==> config.mk <==
export PLATFORM = sky130hd
export DESIGN_NAME = tempsens_poll_host
export DESIGN_NICKNAME = d
export VERILOG_FILES = /design/src/rtl/tempsens_pkg.sv /design/src/rtl/tlul_pkg.sv /design/src/rtl/tempsens_poll_host.sv
export SDC_FILE = /design/constraint.sdc
export NUM_CORES = 1
export LEC_CHECK = 0
export BUFFER_PORTS_ARGS = -buffer_cell sky130_fd_sc_hd__clkbuf_2
export CAP_MARGIN = 20
export CORE_MARGIN = 5
export CORE_UTILIZATION = 35
export CTS_CLUSTER_DIAMETER = 100
export DETAILED_ROUTE_END_ITERATION = 10
export HOLD_SLACK_MARGIN = 0.05
export PLACE_DENSITY_LB_ADDON = 0.1
export RECOVER_POWER = 50
export SLEW_MARGIN = 20
export SYNTH_ARGS = -nofsm -noshare
export SYNTH_HDL_FRONTEND = slang
export SYNTH_SLANG_ARGS = --single-unit
==> constraint.sdc <==
create_clock -name clk_i -period 1.9 [get_ports clk_i]
set_input_delay 0.095 -clock clk_i [delete_from_list [all_inputs] [get_ports clk_i]]
set_output_delay 0.095 -clock clk_i [all_outputs]
set_load 0.05 [all_outputs]
==> src/rtl/tempsens_pkg.sv <==
`default_nettype none
// ---------------------------------------------------------------------------
// tempsens_pkg : register map and shared types of the temperature sensor
// Rev 1.0
// ---------------------------------------------------------------------------
package tempsens_pkg;

   localparam int unsigned CONV_TIME_W = 4;

   localparam logic [7:0] TS_RESET_N_OFFSET   = 8'h04;
   localparam logic [7:0] TS_CONV_TIME_OFFSET = 8'h08;
   localparam logic [7:0] TS_EN_OFFSET        = 8'h0C;
   localparam logic [7:0] TS_DOUT_OFFSET      = 8'h14;
   localparam logic [7:0] TS_DONE_OFFSET      = 8'h18;

   typedef enum logic [1:0] {
      ERR_NONE    = 2'd0,
      ERR_D_ERROR = 2'd1,
      ERR_TIMEOUT = 2'd2,
      ERR_OPCODE  = 2'd3
   } err_code_e;

   typedef enum logic [2:0] {
      STEP_RST_LO    = 3'd0,
      STEP_RST_HI    = 3'd1,
      STEP_CONV_TIME = 3'd2,
      STEP_EN        = 3'd3,
      STEP_POLL_DONE = 3'd4,
      STEP_READ_DOUT = 3'd5,
      STEP_DISABLE   = 3'd6
   } step_e;

endpackage
`default_nettype wire

==> src/rtl/tlul_pkg.sv <==
`default_nettype none
// ---------------------------------------------------------------------------
// tlul_pkg : TL-UL channel structures and opcodes
// Rev 1.0
// ---------------------------------------------------------------------------
package tlul_pkg;

   typedef enum logic [2:0] {
      PutFullData    = 3'h0,
      PutPartialData = 3'h1,
      Get            = 3'h4
   } tl_a_op_e;

   typedef enum logic [2:0] {
      AccessAck     = 3'h0,
      AccessAckData = 3'h1
   } tl_d_op_e;

   typedef struct packed {
      logic        a_valid;
      tl_a_op_e    a_opcode;
      logic [2:0]  a_param;
      logic [1:0]  a_size;
      logic [7:0]  a_source;
      logic [31:0] a_address;
      logic [3:0]  a_mask;
      logic [31:0] a_data;
      logic        d_ready;
   } tl_h2d_t;

   typedef struct packed {
      logic        d_valid;
      tl_d_op_e    d_opcode;
      logic [2:0]  d_param;
      logic [1:0]  d_size;
      logic [7:0]  d_source;
      logic        d_sink;
      logic [31:0] d_data;
      logic        d_error;
      logic        a_ready;
   } tl_d2h_t;

endpackage
`default_nettype wire

==> src/rtl/tempsens_poll_host.sv <==
`default_nettype none
// ---------------------------------------------------------------------------
// tempsens_poll_host : TL-UL initiator running one full sensor conversion
// Rev 1.0
// ---------------------------------------------------------------------------
module tempsens_poll_host
   import tlul_pkg::*;
   import tempsens_pkg::*;
#(
   parameter logic [31:0] BaseAddr  = 32'h0,
   parameter logic [15:0] PollLimit = 16'd1000,
   parameter logic [7:0]  SourceId  = 8'd0
) (
   input  logic                   clk_i,
   input  logic                   rst_ni,
   input  logic                   start_i,
   input  logic [CONV_TIME_W-1:0] conv_time_i,
   output logic                   busy_o,
   output logic                   sample_valid_o,
   output logic [23:0]            sample_o,
   output logic                   err_o,
   output logic [1:0]             err_code_o,
   output tl_h2d_t                tl_o,
   input  tl_d2h_t                tl_i
);

   localparam logic [1:0] ST_IDLE = 2'd0;
   localparam logic [1:0] ST_REQ  = 2'd1;
   localparam logic [1:0] ST_RSP  = 2'd2;

   logic [1:0]             r_state, w_state_d;
   step_e                  r_step, w_step_d;
   logic [CONV_TIME_W-1:0] r_conv_time, w_conv_time_d;
   logic [15:0]            r_poll_cnt, w_poll_cnt_d, w_poll_inc;
   logic [23:0]            r_result, w_result_d;
   logic [23:0]            r_sample, w_sample_d;
   logic                   r_abort, w_abort_d;
   err_code_e              r_err_code, w_err_code_d;
   logic                   r_sample_valid, w_sample_valid_d;
   logic                   r_err, w_err_d;
   logic                   w_is_read;
   err_code_e              w_rsp_err;
   logic [7:0]             w_offset;
   logic [31:0]            w_wdata;
   logic                   w_unused_tl;

   assign w_is_read = (r_step == STEP_POLL_DONE) || (r_step == STEP_READ_DOUT);
   assign w_poll_inc = r_poll_cnt + 16'd1;

   // d_error takes priority over an unexpected opcode
   always_comb begin
      w_rsp_err = ERR_NONE;
      if (tl_i.d_error) begin
         w_rsp_err = ERR_D_ERROR;
      end else if (tl_i.d_opcode != (w_is_read ? AccessAckData : AccessAck)) begin
         w_rsp_err = ERR_OPCODE;
      end
   end

   always_ff @(posedge clk_i or negedge rst_ni) begin
      if (!rst_ni) begin
         r_state        <= ST_IDLE;
         r_step         <= STEP_RST_LO;
         r_conv_time    <= '0;
         r_poll_cnt     <= '0;
         r_result       <= '0;
         r_sample       <= '0;
         r_abort        <= 1'b0;
         r_err_code     <= ERR_NONE;
         r_sample_valid <= 1'b0;
         r_err          <= 1'b0;
      end else begin
         r_state        <= w_state_d;
         r_step         <= w_step_d;
         r_conv_time    <= w_conv_time_d;
         r_poll_cnt     <= w_poll_cnt_d;
         r_result       <= w_result_d;
         r_sample       <= w_sample_d;
         r_abort        <= w_abort_d;
         r_err_code     <= w_err_code_d;
         r_sample_valid <= w_sample_valid_d;
         r_err          <= w_err_d;
      end
   end

   always_comb begin
      w_state_d        = r_state;
      w_step_d         = r_step;
      w_conv_time_d    = r_conv_time;
      w_poll_cnt_d     = r_poll_cnt;
      w_result_d       = r_result;
      w_sample_d       = r_sample;
      w_abort_d        = r_abort;
      w_err_code_d     = r_err_code;
      w_sample_valid_d = 1'b0;
      w_err_d          = 1'b0;
      case (r_state)
         ST_IDLE: begin
            // the result-pulse cycle still counts as busy
            if (start_i && !r_sample_valid && !r_err) begin
               w_state_d     = ST_REQ;
               w_step_d      = STEP_RST_LO;
               w_conv_time_d = conv_time_i;
               w_poll_cnt_d  = '0;
               w_abort_d     = 1'b0;
               w_err_code_d  = ERR_NONE;
            end
         end
         ST_REQ: begin
            if (tl_i.a_ready) begin
               w_state_d = ST_RSP;
            end
         end
         ST_RSP: begin
            if (tl_i.d_valid) begin
               if (r_step == STEP_DISABLE) begin
                  w_state_d = ST_IDLE;
                  if (r_abort) begin
                     w_err_d = 1'b1;
                  end else if (w_rsp_err != ERR_NONE) begin
                     w_err_code_d = w_rsp_err;
                     w_err_d      = 1'b1;
                  end else begin
                     w_sample_d       = r_result;
                     w_sample_valid_d = 1'b1;
                  end
               end else if (w_rsp_err != ERR_NONE) begin
                  w_state_d    = ST_REQ;
                  w_step_d     = STEP_DISABLE;
                  w_abort_d    = 1'b1;
                  w_err_code_d = w_rsp_err;
               end else begin
                  w_state_d = ST_REQ;
                  case (r_step)
                     STEP_POLL_DONE: begin
                        if (tl_i.d_data[0]) begin
                           w_step_d = STEP_READ_DOUT;
                        end else begin
                           w_poll_cnt_d = w_poll_inc;
                           if (w_poll_inc == PollLimit) begin
                              w_step_d     = STEP_DISABLE;
                              w_abort_d    = 1'b1;
                              w_err_code_d = ERR_TIMEOUT;
                           end
                        end
                     end
                     STEP_READ_DOUT: begin
                        w_result_d = tl_i.d_data[23:0];
                        w_step_d   = STEP_DISABLE;
                     end
                     default: begin
                        w_step_d = step_e'(r_step + 3'd1);
                     end
                  endcase
               end
            end
         end
         default: begin
            w_state_d = ST_IDLE;
         end
      endcase
   end

   always_comb begin
      w_offset = TS_RESET_N_OFFSET;
      w_wdata  = '0;
      case (r_step)
         STEP_RST_LO:    w_offset = TS_RESET_N_OFFSET;
         STEP_RST_HI: begin
            w_offset = TS_RESET_N_OFFSET;
            w_wdata  = 32'd1;
         end
         STEP_CONV_TIME: begin
            w_offset = TS_CONV_TIME_OFFSET;
            w_wdata  = {{(32-CONV_TIME_W){1'b0}}, r_conv_time};
         end
         STEP_EN: begin
            w_offset = TS_EN_OFFSET;
            w_wdata  = 32'd1;
         end
         STEP_POLL_DONE: w_offset = TS_DONE_OFFSET;
         STEP_READ_DOUT: w_offset = TS_DOUT_OFFSET;
         STEP_DISABLE:   w_offset = TS_EN_OFFSET;
         default:        w_offset = TS_RESET_N_OFFSET;
      endcase

      tl_o           = '0;
      tl_o.a_valid   = (r_state == ST_REQ);
      tl_o.a_opcode  = w_is_read ? Get : PutFullData;
      tl_o.a_size    = 2'd2;
      tl_o.a_mask    = 4'hF;
      tl_o.a_source  = SourceId;
      tl_o.a_address = BaseAddr + {24'h0, w_offset};
      tl_o.a_data    = w_wdata;
      tl_o.d_ready   = (r_state == ST_RSP);
   end

   assign busy_o         = (r_state != ST_IDLE) || r_sample_valid || r_err;
   assign sample_valid_o = r_sample_valid;
   assign sample_o       = r_sample;
   assign err_o          = r_err;
   assign err_code_o     = r_err_code;

   assign w_unused_tl = ^{tl_i.d_param, tl_i.d_size, tl_i.d_source, tl_i.d_sink,
                          tl_i.d_data[31:24]};

endmodule
`default_nettype wire

# Word level (Yosys, flattened, before mapping)

Index checks and enable logic that the tools add are counted.

Equal/unequal tests: 23
Bitwise operators: 3
$add $sub $neg: 2
Mux-type cells: 54
Reductions and logical operators: 21

Operators with widths:

| cell                                                                     | count |
|---|---|
| 16-bit two-way mux                                                       | 6 |
| 16-bit one-hot mux with 2 select lines                                   | 1 |
| 2-bit two-way mux                                                        | 14 |
| 3-bit two-way mux                                                        | 7 |
| 5-bit one-hot mux with 4 select lines                                    | 1 |
| 1-bit two-way mux                                                        | 19 |
| 16-bit by 1-bit adder with 16-bit output (second input constant)         | 1 |
| 16-bit by 10-bit equality test with 1-bit output (second input constant) | 1 |
| 5-bit AND reduction                                                      | 3 |
| 7-bit AND reduction                                                      | 2 |
| 3-bit one-hot mux with 2 select lines                                    | 2 |
| 3-bit equality test (second input constant)                              | 3 |
| 2-bit inequality test (second input constant)                            | 4 |
| 4-bit one-hot mux with 2 select lines                                    | 1 |
| 8-bit AND reduction                                                      | 1 |
| 3-bit by 2-bit equality test with 1-bit output (second input constant)   | 2 |
| 2-bit by 1-bit inequality test with 1-bit output (second input constant) | 3 |
| 3-bit by 1-bit inequality test with 1-bit output (second input constant) | 2 |
| 3-bit by 2-bit inequality test with 1-bit output (second input constant) | 2 |
| 2-bit one-hot mux with 3 select lines                                    | 1 |
| 2-bit nonzero test                                                       | 3 |
| 5-bit by 3-bit inequality test with 1-bit output (second input constant) | 1 |
| 2-bit one-hot mux with 2 select lines                                    | 1 |
| 2-bit OR reduction                                                       | 2 |
| 14 further kinds                                                         | 20 |

Bits in registers: 78
Output and inout bits: 115
Word-level logic and storage cells: 113
Input port bits: 59

# Longest topological paths before layout

Gate-level depths: netlist of the first run.

Depth after elaboration: 12
Gate-level depth with buffers: 9
Depth with buffers taken out: 8

# Worst setup path before layout of the first run

OpenSTA, ideal clock, no wires.

Path kind: register to register
From: register r_sample_valid (netlist: sample_valid_o)
To: register r_err_code[1] (netlist: err_code_o[1])
Slack: -358 ps
Data arrival time: 2121 ps
Data required time: 1763 ps
Setup time: 137 ps
Cell stages (with the launch flop): 7
Path buffers: 0
Period minus slack after synthesis: 2258 ps
Cell sequence: dfrtp_1 -> or4b_1 -> a21o_1 -> a211oi_1 -> o211ai_1 -> o211ai_1 -> o211ai_1

Cells in the longest elaborated chain, start to end: 5

RTL lines:

| element                         | line                      | text |
|---|---|---|
| start, declared                 | tempsens_poll_host.sv:39  | `logic r_sample_valid, w_sample_valid_d;` |
| start signal, assigned          | tempsens_poll_host.sv:81  | `r_sample_valid <= w_sample_valid_d;` |
| 1-bit zero test                 | tempsens_poll_host.sv:100 | `if (start_i && !r_sample_valid && !r_err) begin` |
| 1-bit logical AND (2 in a row)  | tempsens_poll_host.sv:100 |  |
| 2-bit inequality test (no line) | -                         |  |
| 8-bit AND reduction (no line)   | -                         |  |
| end signal, assigned            | tempsens_poll_host.sv:80  | `r_err_code <= w_err_code_d;` |
| end, declared                   | tempsens_poll_host.sv:38  | `err_code_e r_err_code, w_err_code_d;` |

Every way passes these cells.
A chain may end at the register's enable or synchronous reset.

# Worst setup path in the final report of the first run

From: register r_err (netlist: err_o)
To: register r_step[1]

Cells in the longest elaborated chain, start to end: 4

RTL lines:

| element                         | line                      | text |
|---|---|---|
| start, declared                 | tempsens_poll_host.sv:40  | `logic r_err, w_err_d;` |
| start signal, assigned          | tempsens_poll_host.sv:82  | `r_err <= w_err_d;` |
| 1-bit zero test                 | tempsens_poll_host.sv:100 |  |
| 1-bit logical AND               | tempsens_poll_host.sv:100 |  |
| 2-bit inequality test (no line) | -                         |  |
| 5-bit AND reduction (no line)   | -                         |  |
| end signal, assigned            | tempsens_poll_host.sv:74  | `r_step <= w_step_d;` |
| end, declared                   | tempsens_poll_host.sv:32  | `step_e r_step, w_step_d;` |

Every way passes these cells.

==> summary.txt, run 1 <==
Synth
  • Synth Area per Inst: 11.0 µm²
  • Sequential-to-total area share from yosys stat: 41.7%
  • Seq cells post-synth: 78
  • Yosys warns: 0
  • Top post-synthesis cells by count: buf_4, dfrtp_1, mux2_2
  • Count leader, synth: buf_4
  • Largest cells by area after synthesis: dfrtp_1, buf_4, mux2_2
  • EDFF count, synth: 0
  • Async S/R FF share, synth: 100%
  • Area fraction of the dominant cell type after synthesis: 41.7%
  • Yosys cell types: 65
  • Top_reg_cell synth: dfrtp_1
  • Mapped Area: 4680 µm²
  • Yosys top cell by area: dfrtp_1
  • Synth Instances: 427

Final layout
  • Storage element area: 1960 µm²
  • Final Core Density: 49.1%
  • # nets final: 672
  • Multi-input logic area: 2500 µm²
  • Number of fill cells: 1241
  • Share of cells above drive strength 1: 46.8%
  • # diodes: 0
  • Area delta synth->final: 38.4%
  • Final cell count without fillers: 787

Clock network
  • Num CTS Buffers: 9
  • Clock slew at reported path FFs: 60 ps
  • Clock sinks: 78
  • Worst-case clock buffer depth: 2
  • Clock network latency to the later pin of the worst-skew pair: 330 ps
  • Clock Root Buffer: clkbuf_16
  • H-tree Lvls: 3
  • CTS tree: yes

Worst setup path
  • Critical path startpoint category: register
  • Arr. time, crit path: 2330 ps
  • CP Capture Type: register
  • Worst-path maximum fanout: 6
  • Setup CP Type: register to register
  • Req. time, crit path: 2140 ps

Placed design
  • Port bufs: 75
  • GPL Wtd Cong: 0.799
  • Detailed placement HPWL: 8300 µm
  • Cell count after placement: 724

Timing
  • Period minus WS final: 2090 ps
  • Final setup vio count: 42
  • Worst slew margin: 44.3%
  • Final Max Tran Viols: 0
  • Period utilization: 110%
  • RSZ-0062 raised after global routing: yes
  • Worst hold slack: 185 ps
  • Fmax: 478 MHz
  • Worst Tran Pin Value: 836 ps
  • Setup TNS: -3370 ps
  • Hold Fails Final Rpt: 0
  • Final worst slack: -190 ps
  • Clock skew: 7.64 ps

Detailed routing
  • Final WL: 11900 µm
  • Vias per cell: 4.60
  • Antenna Nets Post-Route: 0
  • # DRC: 0
  • 1st-pass router iterations: 4
  • Starting DRT DRC Count: 149
  • Wirelength per Cell: 15.2 µm
  • Routed via count: 3624

Die
  • Die area: 15800 µm²
  • Die W: 126 µm
  • # rows: 42
  • CORE AREA: 13200 µm²
  • Initial Util: 35.4%
  • # IOs: 174
  • Die Ht: 126 µm

GRT
  • Global-route wire length before repair: 19200 µm
  • Initial antenna violation count: 0
  • Total track usage: 14.9%
  • Largest net degree at the start of global routing: 48
  • Gr ovfl total: 0
  • Vias in the first global route: 3653

Status
  • Status: finished, violations left
  • Failing checks: negative setup slack

Job
  • Maxcap violations: 0

Worst hold path
  • HP Class: primary input to register

Pwr
  • VDD IR max: 0.560 mV
  • Power Density: 981 nW/µm²
  • Leakage: 3.22 nW
## state kept, by name, summed over array words and instances (netlist names)
register and flops:
r_poll_cnt 16, r_abort 1, r_state 2, r_step 3
sample_o 24, r_result 24, err_code_o 2, sample_valid_o 1
err_o 1, r_conv_time 4
## through the flow
stage	worst slack (ps)	cell area (µm²)	power, mW
after floorplan	-209	5000	3.62
after global placement	-277	5420	4.11
after detailed placement	-321	5420	4.12
after CTS	-213	6350	6.26
after global routing	-273	6470	6.68
final	-190	6470	6.35
## where the power goes
part           switching [mW]  leakage, nW  internal, mW
clock network           0.725        0.148          1.04
registers              0.0862         1.07          1.78
logic                    1.74         2.00         0.987
## critical path, stage by stage (launching register included)
cell and delay [ps]:
dfrtp_2 400, or4b_4 510, a21o_4 240, a31oi_4 250
buf_12 160, nand3_2 60, mux2_4 280, o211ai_1 100
## worst paths after layout
check,from,end,slack [ps],cells after the start
setup / recovery,err_o,r_step[1],-190,7
hold / removal,tl_i[2],r_result[0],180,2
setup reg to reg,err_o,r_step[1],-190,7
hold reg to reg,r_conv_time[1],r_conv_time[1],490,1
max in group asynchronous,rst_ni,sample_o[11],270,3
min in group asynchronous,rst_ni,r_conv_time[2],420,2
## cells in the final DEF (no fill, tap or decap), drive strengths merged, types with 3 or more instances in the layout
| master | synthesis | final |
|---|---|---|
| nand3 | 15 | 15 |
| nand2b | 5 | 5 |
| nor4 | 4 | 4 |
| mux2 | 53 | 53 |
| nor2b | 6 | 6 |
| inv | 8 | 11 |
| nand3b | 3 | 3 |
| o31ai | 10 | 10 |
| xnor2 | 4 | 4 |
| and3 | 4 | 4 |
| and2 | 6 | 6 |
| conb | 2 | 76 |
| ha | 7 | 7 |
| o21ai | 28 | 28 |
| and4 | 3 | 3 |
| nand4 | 7 | 7 |
| o211ai | 6 | 6 |
| a21oi | 10 | 10 |
| clkbuf | 5 | 82 |
| a31oi | 3 | 3 |
| dfrtp | 78 | 78 |
| nor2 | 12 | 12 |
| a211oi | 3 | 3 |
| dlygate4sd3 | 0 | 30 |
| nor3 | 6 | 6 |
| o21bai | 4 | 4 |
| nand2 | 18 | 18 |
| buf | 91 | 87 |
## per-layer routing
metal  GRT usage, %  vias to the layer above  routed length (µm)  part of all wire (%)
met5              0                        -                   0                     0
met4           3.06                        0                  99                  0.83
met3           3.54                        9                 557                   4.7
met2           24.6                       91                5830                    49
met1           19.9                     1786                5450                    46
li1               -                     1738                   -                     -
## what timing repair did
item / CTS / global route
setup buffers: 11 / 7
resized for setup: 47 / 50
endpoints found under the hold margin: 60 / 0
cloned: 3 / 0
pin swaps: 19 / 11
endpoints found under the setup margin: 54 / 79
hold buffers: 30 / 0
## cell families after synthesis
| family | after synthesis | share of synthesized area [%] |
|---|---|---|
| buffers and inverters | 104 | 15.9 |
| AND/OR/NAND/NOR | 95 | 12.2 |
| AO/OA/AOI/OAI | 82 | 12.2 |
| flip-flops | 78 | 41.7 |
| multiplexers | 55 | 14.7 |
| adder cells (fa/ha/maj) | 7 | 1.87 |
| XOR/XNOR | 4 | 1.15 |
| other | 2 | 0.161 |
## area by class of cell
class	instances	share of cell area [%]
clock buffer	9	3.48
clock inverter	7	1.24
tap	176	3.40
timing repair buffer	190	22.4
multi-input combinational	319	38.7
sequential	78	30.2
inverter	8	0.503
(Power assumes the default switching activity.)
==> run 2, diff against run 1 <==
==> constraint.sdc (replaced) <==
create_clock -name clk_i -period 2.7 [get_ports clk_i]
set_input_delay 0.135 -clock clk_i [delete_from_list [all_inputs] [get_ports clk_i]]
set_output_delay 0.135 -clock clk_i [all_outputs]
set_load 0.05 [all_outputs]
==> run 2 against run 1 <==
Net effect: the flow finishes with violations (max-capacitance violations, max-slew violations); die area stayed put; power decreased by 38%; hold slack gained 3.7 ps; cell count shrank 9.0%; wire length decreased by 13%; clock-buffer cell count stayed put; clock skew about the same; first-iteration DRC count fell by 17%; sequential share of layout area grew 5.1 points; fmax is 12% lower; critical path type unchanged; largest cell class unchanged.
==> summary.txt, run 2 (same netlist as run 1, synthesis figures left out) <==
Status
  • Status: finished, violations left
  • Failing checks: max-capacitance violations, max-slew violations

Placed design
  • GPL Wtd Cong: 0.773 (-3.3%)
  • Port bufs: 75 (unchanged)
  • Post-place setup slack: 294 ps (+615 ps)
  • Detailed placement HPWL: 7170 µm (-14%)

Clock network
  • Clock network latency to the later pin of the worst-skew pair: 340 ps (about the same)
  • CTS hold repair buffers: 30 (unchanged)
  • Post-CTS Setup Bufs: 0 (-11)
  • H-tree Lvls: 3 (unchanged)
  • Num CTS Buffers: 9 (unchanged)
  • Clock Root Buffer: clkbuf_16
  • Resize count post-CTS: 0 (-100%)
  • Clock sinks: 78 (unchanged)
  • CTS tree: yes
  • Clock slew at reported path FFs: 60 ps (about the same)
  • Worst-case clock buffer depth: 2 (unchanged)

Timing
  • Setup TNS: 0 ps (+3370 ps)
  • RSZ-0062 raised after global routing: no
  • Fmax: 422 MHz (-12%)
  • Period utilization: 87.8% (-22 points)
  • Final setup vio count: 0 (-100%)
  • Hold Fails Final Rpt: 0 (unchanged)
  • Final worst slack: 330 ps (+520 ps)
  • Clock skew: 7.71 ps (+0.0674 ps)
  • Worst slew margin: -34.6% (-79 points)
  • Period minus WS final: 2370 ps (+280 ps)
  • Final Max Tran Viols: 79 (+79)
  • Worst Tran Pin Value: 2020 ps (+1180 ps)

Die
  • Die W: 126 µm (unchanged)
  • Initial Util: 35.4% (unchanged)
  • Die area: 15800 µm² (unchanged)
  • Die Ht: 126 µm (unchanged)
  • CORE AREA: 13200 µm² (unchanged)
  • # rows: 42 (unchanged)
  • # IOs: 174 (unchanged)

GRT
  • Total track usage: 13.0% (-1.8 points)
  • Initial antenna violation count: 0 (unchanged)
  • Global-route wire length before repair: 16700 µm (-13%)
  • Gr ovfl total: 0 (unchanged)
  • Largest net degree at the start of global routing: 79 (+65%)
  • Vias in the first global route: 3203 (-12%)

Final layout
  • # diodes: 0 (unchanged)
  • Number of fill cells: 1310 (+5.6%)
  • Share of cells above drive strength 1: 28.1% (-19 points)
  • Most frequent cells in the layout: dfrtp_1, conb_1, clkbuf_2
  • Final Core Density: 41.8% (-7.2 points)
  • # nets final: 601 (-11%)
  • Commonest non-fill, non-tap cell in the layout: dfrtp_1
  • Area delta synth->final: 18.0%

Job
  • Maxcap violations: 1 (+1)

Detailed routing
  • Vias per cell: 4.62 (+0.33%)
  • Antenna Nets Post-Route: 0 (unchanged)
  • 1st-pass router iterations: 4 (unchanged)
  • Wirelength per Cell: 14.6 µm (-4.0%)
  • Starting DRT DRC Count: 124 (-17%)
  • WL met3: 544 µm (-2.3%)
  • # DRC: 0 (unchanged)
  • Final WL: 10400 µm (-13%)
  • Wl on met1: 4810 µm (-12%)
  • Routed via count: 3308 (-8.7%)
  • Uppermost layer routed: met4
  • Met2 wire len: 4900 µm (-16%)

Pwr
  • VDD IR max: 0.364 mV (-35%)
  • Power Density: 713 nW/µm² (-27%)
  • Leakage: 2.71 nW (-16%)

Worst setup path
  • Worst-path maximum fanout: 25 (+19)
  • Critical path startpoint category: register
  • Setup CP Type: register to register
  • Worst R2R Start: r_step[1]
  • Reg-to-reg endpoint: sample_o[23]
  • Req. time, crit path: 2920 ps (+780 ps)
  • Arr. time, crit path: 2590 ps (+260 ps)
  • Reg2Reg Depth: 7 (unchanged)
  • FF-to-FF setup slack: 330 ps (+520 ps)
  • CP Capture Type: register

Worst hold path
  • Worst hold path depth: 2 (unchanged)
  • Hold Crit Start: tl_i[2]
  • Hold endpoint: r_result[0]
  • HP Class: primary input to register
## run 2: cell types whose count changed in the layout (fill, tap and decap cells not counted), moves of 9 or more
| cell | before | now |
|---|---|---|
| clkbuf_2 | 70 | 57 |
| clkbuf_1 | 0 | 18 |
| buf_4 | 70 | 14 |
| buf_6 | 9 | 0 |
| o21ai_0 | 7 | 22 |
| o21ai_1 | 18 | 5 |
## run 2: per-stage QoR
| step | power, mW | std cells | area [µm²] | hold WS (ps) |
|---|---|---|---|---|
| finish | 3.94 | 716 | 5520 | 189 |
| CTS | 4.00 | 716 | 5540 | 162 |
| global route | 4.16 | 716 | 5520 | 189 |
| floorplan | 2.51 | 501 | 4950 | -161 |
| detailed placement | 2.71 | 670 | 4940 | 353 |
| global placement | 2.70 | 670 | 4940 | 347 |
## run 2: power by group
part | switching, mW | internal [mW] | leakage, nW
Sequential | 0.0676 | 1.25 | 1.07
Clock | 0.511 | 0.717 | 0.142
Combinational | 1.04 | 0.355 | 1.49
## run 2: area by class of cell
type	instances	area [µm²]	share of cell area, %
clock buffers	9	225	4.08
clock inverters	7	72.6	1.32
inverters	8	32.5	0.590
multi-input cells	319	2260	40.9
flip-flops and latches	78	1950	35.4
well taps	176	220	3.99
repair buffers	119	758	13.7
## run 2: layer usage
layer,track usage [%],vias up
li1,-,1591
met1,17.3,1614
met2,20.4,88
met3,3.97,15
met4,4.34,0
met5,0,-
## run 2: worst max path at each step
stage / from / end / slack (ps) / cells past startpoint
after floorplan: sample_valid_o / err_code_o[1] / 440 / 6
after global placement: r_step[1] / sample_o[12] / 290 / 7
after detailed placement: r_step[1] / sample_o[10] / 290 / 7
after CTS: r_step[1] / sample_o[21] / 320 / 7
after global routing: rst_ni / r_result[13] / 120 / 2
final: r_step[1] / sample_o[23] / 330 / 7
## run 2: worst max-delay path, stage by stage (launching register included)
cell and delay, ps:
dfrtp_1 520, nand2b_4 230, inv_4 50, xnor2_4 230, nand3_4 150, or3_2 420, buf_4 280, mux2_4 340
